===== src/rtl/m_int_accept_unit.sv =====
// m_int_accept_unit: machine interrupt CSRs, source arbitration and trap handshake with the core.
// Define M_INT_VECTORED_EN to enable mtvec vectored mode (mode 1).
module m_int_accept_unit #(
    parameter logic [31:0] MTVEC_RST = 32'h0000_0000
) (
    input  logic        hb_clk,
    input  logic        rst_sync,
    input  logic        mextern_int,
    input  logic [30:0] mextern_int_id,
    input  logic        mtimer_int,
    input  logic        msoft_int,
    input  logic        csr_we,
    input  logic [11:0] csr_addr,
    input  logic [31:0] csr_wdata,
    output logic [31:0] csr_rdata,
    output logic        csr_hit,
    output logic        int_req,
    input  logic        int_ack,
    input  logic [31:0] ack_pc,
    input  logic        mret,
    output logic [31:0] trap_pc,
    output logic [31:0] mepc_o
);
    typedef enum logic {IDLE, PEND} state_t;
    state_t      state_q;
    logic        mie_q, mpie_q;
    logic [11:0] mien_q;
    logic [31:0] mtvec_q, mepc_q, mcause_q, cause_q;
    logic [11:0] mip, elig;
    logic        pend, take;
    logic [31:0] arb_cause, mtvec_d;

    assign mip       = {mextern_int, 3'b000, mtimer_int, 3'b000, msoft_int, 3'b000};
    assign elig      = mip & mien_q;
    assign pend      = mie_q && (elig != 12'd0);
    assign take      = int_ack && (state_q == PEND);
    assign arb_cause = elig[11] ? {1'b1, mextern_int_id} : elig[3] ? 32'h8000_0003 : 32'h8000_0007;
    assign int_req   = (state_q == PEND);
    assign mepc_o    = mepc_q;

`ifdef M_INT_VECTORED_EN
    localparam logic [31:0] MTVEC_INIT = MTVEC_RST;
    assign mtvec_d = {csr_wdata[31:2], 1'b0, csr_wdata[1:0] == 2'b01};
    assign trap_pc = (mtvec_q[1:0] == 2'b01) ? {mtvec_q[31:2], 2'b00} + {cause_q[29:0], 2'b00}
                                              : {mtvec_q[31:2], 2'b00};
`else
    localparam logic [31:0] MTVEC_INIT = MTVEC_RST & 32'hFFFF_FFFC;
    assign mtvec_d = {csr_wdata[31:2], 2'b00};
    assign trap_pc = mtvec_q;
`endif

    always_ff @(posedge hb_clk) begin
        if (rst_sync) begin
            state_q  <= IDLE;
            mie_q    <= 1'b0;
            mpie_q   <= 1'b0;
            mien_q   <= 12'd0;
            mtvec_q  <= MTVEC_INIT;
            mepc_q   <= 32'd0;
            mcause_q <= 32'd0;
            cause_q  <= 32'd0;
        end else begin
            if (csr_we && csr_addr == 12'h304) mien_q <= csr_wdata[11:0] & 12'h888;
            if (csr_we && csr_addr == 12'h305) mtvec_q <= mtvec_d;
            // Trap entry overrides mret and any same-cycle write to mstatus/mepc/mcause
            if (take) begin
                mepc_q   <= ack_pc & 32'hFFFF_FFFC;
                mcause_q <= cause_q;
                mpie_q   <= mie_q;
                mie_q    <= 1'b0;
            end else begin
                if (csr_we && csr_addr == 12'h341) mepc_q <= csr_wdata & 32'hFFFF_FFFC;
                if (csr_we && csr_addr == 12'h342) mcause_q <= csr_wdata;
                if (mret) begin
                    mie_q  <= mpie_q;
                    mpie_q <= 1'b1;
                end else if (csr_we && csr_addr == 12'h300) begin
                    mie_q  <= csr_wdata[3];
                    mpie_q <= csr_wdata[7];
                end
            end
            case (state_q)
                IDLE: if (pend) begin
                    state_q <= PEND;
                    cause_q <= arb_cause;
                end
                PEND: if (take || !pend) state_q <= IDLE;
                      else cause_q <= arb_cause;
                default: state_q <= IDLE;
            endcase
        end
    end

    always_comb begin
        csr_rdata = 32'd0;
        csr_hit   = 1'b1;
        case (csr_addr)
            12'h300: csr_rdata = {19'd0, 2'b11, 3'd0, mpie_q, 3'd0, mie_q, 3'd0};
            12'h304: csr_rdata = {20'd0, mien_q};
            12'h305: csr_rdata = mtvec_q;
            12'h341: csr_rdata = mepc_q;
            12'h342: csr_rdata = mcause_q;
            12'h344: csr_rdata = {20'd0, mip};
            default: csr_hit = 1'b0;
        endcase
    end
endmodule

===== config.mk =====
export PLATFORM = sky130hd
export DESIGN_NAME = m_int_accept_unit
export DESIGN_NICKNAME = d
export VERILOG_FILES = /design/src/rtl/m_int_accept_unit.sv
export SDC_FILE = /design/constraint.sdc
export NUM_CORES = 1
export LEC_CHECK = 0
export CAP_MARGIN = 20
export CORE_MARGIN = 2
export CORE_UTILIZATION = 45
export DETAILED_ROUTE_END_ITERATION = 7
export PLACE_DENSITY = 0.8
export SETUP_SLACK_MARGIN = 0.15
export SLEW_MARGIN = 20
export SYNTH_ARGS = -nofsm -noshare
export SYNTH_HDL_FRONTEND = slang
export SYNTH_SLANG_ARGS = --single-unit
export TNS_END_PERCENT = 20

===== constraint.sdc =====
create_clock -name hb_clk -period 2.7 [get_ports hb_clk]
set_clock_uncertainty 0.1 [all_clocks]
set_input_delay 0.54 -clock hb_clk [delete_from_list [all_inputs] [get_ports hb_clk]]
set_output_delay 0.54 -clock hb_clk [all_outputs]
set_load 0.005 [all_outputs]

* Word level (Yosys, flattened, before mapping) *
Index checks and enable logic that the tools add are counted.
W data, S select, Z words.

storage, ports and cells
  bits in registers = 130
  input port bits = 115
  output and inout port bits = 98
  word-level logic and storage cells = 54

operators by class
  eq/ne operators = 8
  muxes and demuxes = 19
  bitwise operators = 2
  reductions and logical operators = 17

operators with widths
  operator                number
  $mux W32                6
  $pmux W32 S6            1
  $eq A12 B10 Y1 const B  6
  $pmux W32 S2            1
  $mux W31                1
  $and A12 B12 Y12        1
  $reduce_bool A12 Y1     1
  $mux W1                 8
  $logic_and A1 B1 Y1     7
  $reduce_bool A2 Y1      3
  $reduce_or A6 Y1        1
  $ne A2 B2 Y1 const B    2
  $mux W3                 1
  $reduce_bool A3 Y1      1
  $pmux W1 S2             1
  $reduce_and A2 Y1       1
  $reduce_or A2 Y1        1
  $logic_not A1 Y1        1
  $logic_or A1 B1 Y1      1
  $not A1 Y1              1

* Logic depth before layout (Yosys ltp) *
  depth after elaboration = 7
  mapped depth = 7
  gate-level depth less buffers = 4

* Least setup slack after synthesis *
Ideal clock, no wire load.

  path type = input-to-output
  from = input port csr_addr[0]
  to = output port csr_rdata[17]
  arrival = 1.696 ns
  data required time = 2.060 ns
  slack = 0.364 ns
  cell stages on the path = 7
  path buffers = 3
  path through = buf_2 nor2b_1 and4_1 buf_2 clkbuf_1 nand2_1 nand2_1

between the ends
  cells in the longest elaborated chain, start to end = 2
  elaborated cells between the ends (all ways) = 7
  classes of those cells = eq/ne (6); mux (1)

RTL lines
  element           line  source
  from (decl)       13    input logic [11:0] csr_addr,
  $eq A12 B10 Y1    97    case (csr_addr)
  $pmux W32 S6 (*)  97
  to (decl)         15    output logic [31:0] csr_rdata,

Every way passes the cells marked *; elsewhere a longest branch is shown, timed or not.

* Worst setup path in the final report *
  from = input port csr_addr[7]
  to = output port csr_rdata[28]

Same word-level chain as after synthesis.

==> reports/results.txt <==
slew margin rel.: 39.6%
DP Area: 0.00839 mm^2
Max FO, Critical Path: 5
Ant. Diodes: 0
WHS: 336 ps
Rows: 41
die width: 119 um
hold bufs inserted after CTS: 0
final core utilization: 72.6%
vias: 6256
Worst-Skew Late Latency: 420 ps
CTS buffer count: 17
fin cells: 1051
Final Cycle Share: 99.3%
Leak Pwr: 3.63 nW
total power: 4.56 mW
initial core utilization: 46.5%
layout cells sized above 1: 20.7%
slack of the critical path: 19.0 ps
clock-pin slew on the worst setup and hold paths: 60 ps
Fillers: 882
CTS H-Tree Depth: 4
Via-to-Cell Ratio: 5.95
Worst Hold Class: in -> reg
most frequent cells in the layout: clkdlybuf4s50_1, dfxtp_1, nand2_1
GRT Util Overall: 31.0%
largest net degree at the start of global routing: 95
routed wire length: 22100 um
fin area: 0.00927 mm^2
most common cell after layout, fill and taps aside: clkdlybuf4s50_1
worst reg2reg setup slack: 920 ps
status: finished clean
Yosys warning count: 0
Sink Count: 130
gpl congestion: 0.933
library cells used by synthesis: 54
CP Capture Type: output port
Final nets: 982
Seq cells post-synth: 130
number of global-route vias before repair: 6325
I/O pins: 213
FMAX: 0.373 GHz
HP Start: rst_sync
final-report hold violation count: 0
grt ovf: 0
root buffer cell: clkbuf_16
CTS tree: done
drt drc: 0
die height: 119 um
post-DP HPWL: 13900 um
core area: 0.0128 mm^2
first-pass GRT wire length: 34200 um
Startpoint Class: input pin
DR WL/cell: 21.1 um
fin crit period: 2680 ps
Die ar.: 0.0141 mm^2
Avg Cell Area, Syn: 9.38 um^2
worst endpoint required time: 2060 ps
# Max-Cap Violations: 0
kind of critical path: in -> out
synth-to-layout area growth: 56.0%
deepest clock path buffer count: 2
Worst R2R Start: int_req$_SDFF_PP0_
Power Dens Cells: 493 mW/mm^2
sequential fraction of the synthesis area: 43.8%
Post-DRT Antenna Nets: 0
Final Setup Violations: 0
worst vdd ir: 479 uV
Mapped Area: 0.00594 mm^2
crit path from: csr_addr[7]
placed cell count: 999
Slew @ Worst Pin: 906 ps
Placement Setup Slack: -679 ps
number of DRC markers in iteration 0: 616
Worst Path Arrival: 2040 ps
DRT Pass-1 Iters: 5
Final Max Slew Viols: 0
Post-Syn Instances: 633
initial antenna violation count: 0
Buffers on Ports: 206
RSZ-0062 raised after global routing: yes
TNS Setup: 0 ps
==> what timing repair did <==
action | in CTS | in global routing
pin swaps | 42 | 40
gates resized for setup | 207 | 18
cloned | 4 | 0
setup buffers | 14 | 3
endpoints found under the setup margin | 33 | 33
==> state kept, by name, summed over array words and instances, names as in the netlist <==
| name | count |
|---|---|
| cause_q | 32 |
| int_req | 1 |
| mcause_q | 32 |
| mepc_o | 30 |
| mie_q | 1 |
| mien_q | 3 |
| mpie_q | 1 |
| trap_pc | 30 |
==> metal layers <==
layer,up-vias,GRT usage (%),wire [um]
met5,-,0,0
met1,3017,37.3,8850
met2,345,52.6,10800
li1,2839,-,-
met3,55,7.61,1750
met4,0,13.5,699
==> cell usage after synthesis, drive strengths merged <==
library cell  count  share of area, %
nand2           102               6.4
nand3             3              0.25
o21ai             2              0.17
and4b             1              0.17
mux2              2              0.38
a32oi             1              0.15
and3              1              0.11
or3               1              0.19
inv               9              0.57
o31ai            31               3.9
a211oi            4              0.51
mux2i            36               6.1
nand4b           30               4.4
nor4b             3              0.80
o32ai             1              0.15
o21bai            1              0.13
a21o              2              0.25
nor4bb            1              0.17
o22ai             1              0.11
nand2b            5              0.53
a222oi           10               1.7
buf              33               3.3
nor2b             4              0.46
a21oi            31               2.6
nand4bb           2              0.38
a32o              2              0.34
or4               1              0.19
nor3b             3              0.65
nor4              4              0.74
a22oi            22               2.8
a22o             28               4.1
nor3              4              0.34
conb              1             0.063
o211ai            2              0.25
xnor2             1              0.15
clkbuf           29               1.8
and4              2              0.29
a221o            30               5.1
dfxtp           130                44
nand4             4              0.53
and2             35               3.7
nor2             18               1.2
==> layout make-up <==
| type | instances | area [um^2] | share of cell area [%] |
|---|---|---|---|
| clock buffers | 18 | 429 | 4.63 |
| inverters | 9 | 33.8 | 0.365 |
| flip-flops and latches | 130 | 2600 | 28.1 |
| multi-input cells | 435 | 3190 | 34.4 |
| well taps | 172 | 215 | 2.32 |
| clock inverters | 13 | 164 | 1.77 |
| repair buffers | 274 | 2630 | 28.4 |
==> where the power goes <==
part	internal [mW]	switching [mW]
sequential	1.92	0.00208
clock	1.44	0.853
combinational	0.203	0.142
total	3.57	0.997
==> cell families after synthesis <==
logic type,synth area share (%)
xor+xnor,0.147
compound gates,22.2
mux,6.44
simple gates,21.6
flops,43.8
other cells,0.0631
buf+inv,5.75
==> path summary, 6_finish.rpt <==
kind                               to  cells past startpoint
max                     csr_rdata[28]                     10
min          trap_pc[11]$_SDFFE_PP0P_                      2
max reg2reg   mepc_o[21]$_SDFFE_PP0P_                      5
min reg2reg  trap_pc[20]$_SDFFE_PP0P_                      2
==> worst max-delay path: stages <==
cell and delay, ps:
buf_6 90, or3_4 400, nor4_4 250, buf_6 180, buf_8 110, buf_12 110
buf_6 100, a22oi_2 60, nand2_1 70, buf_2 120
Note: power is estimated with default switching activity, not from simulation.
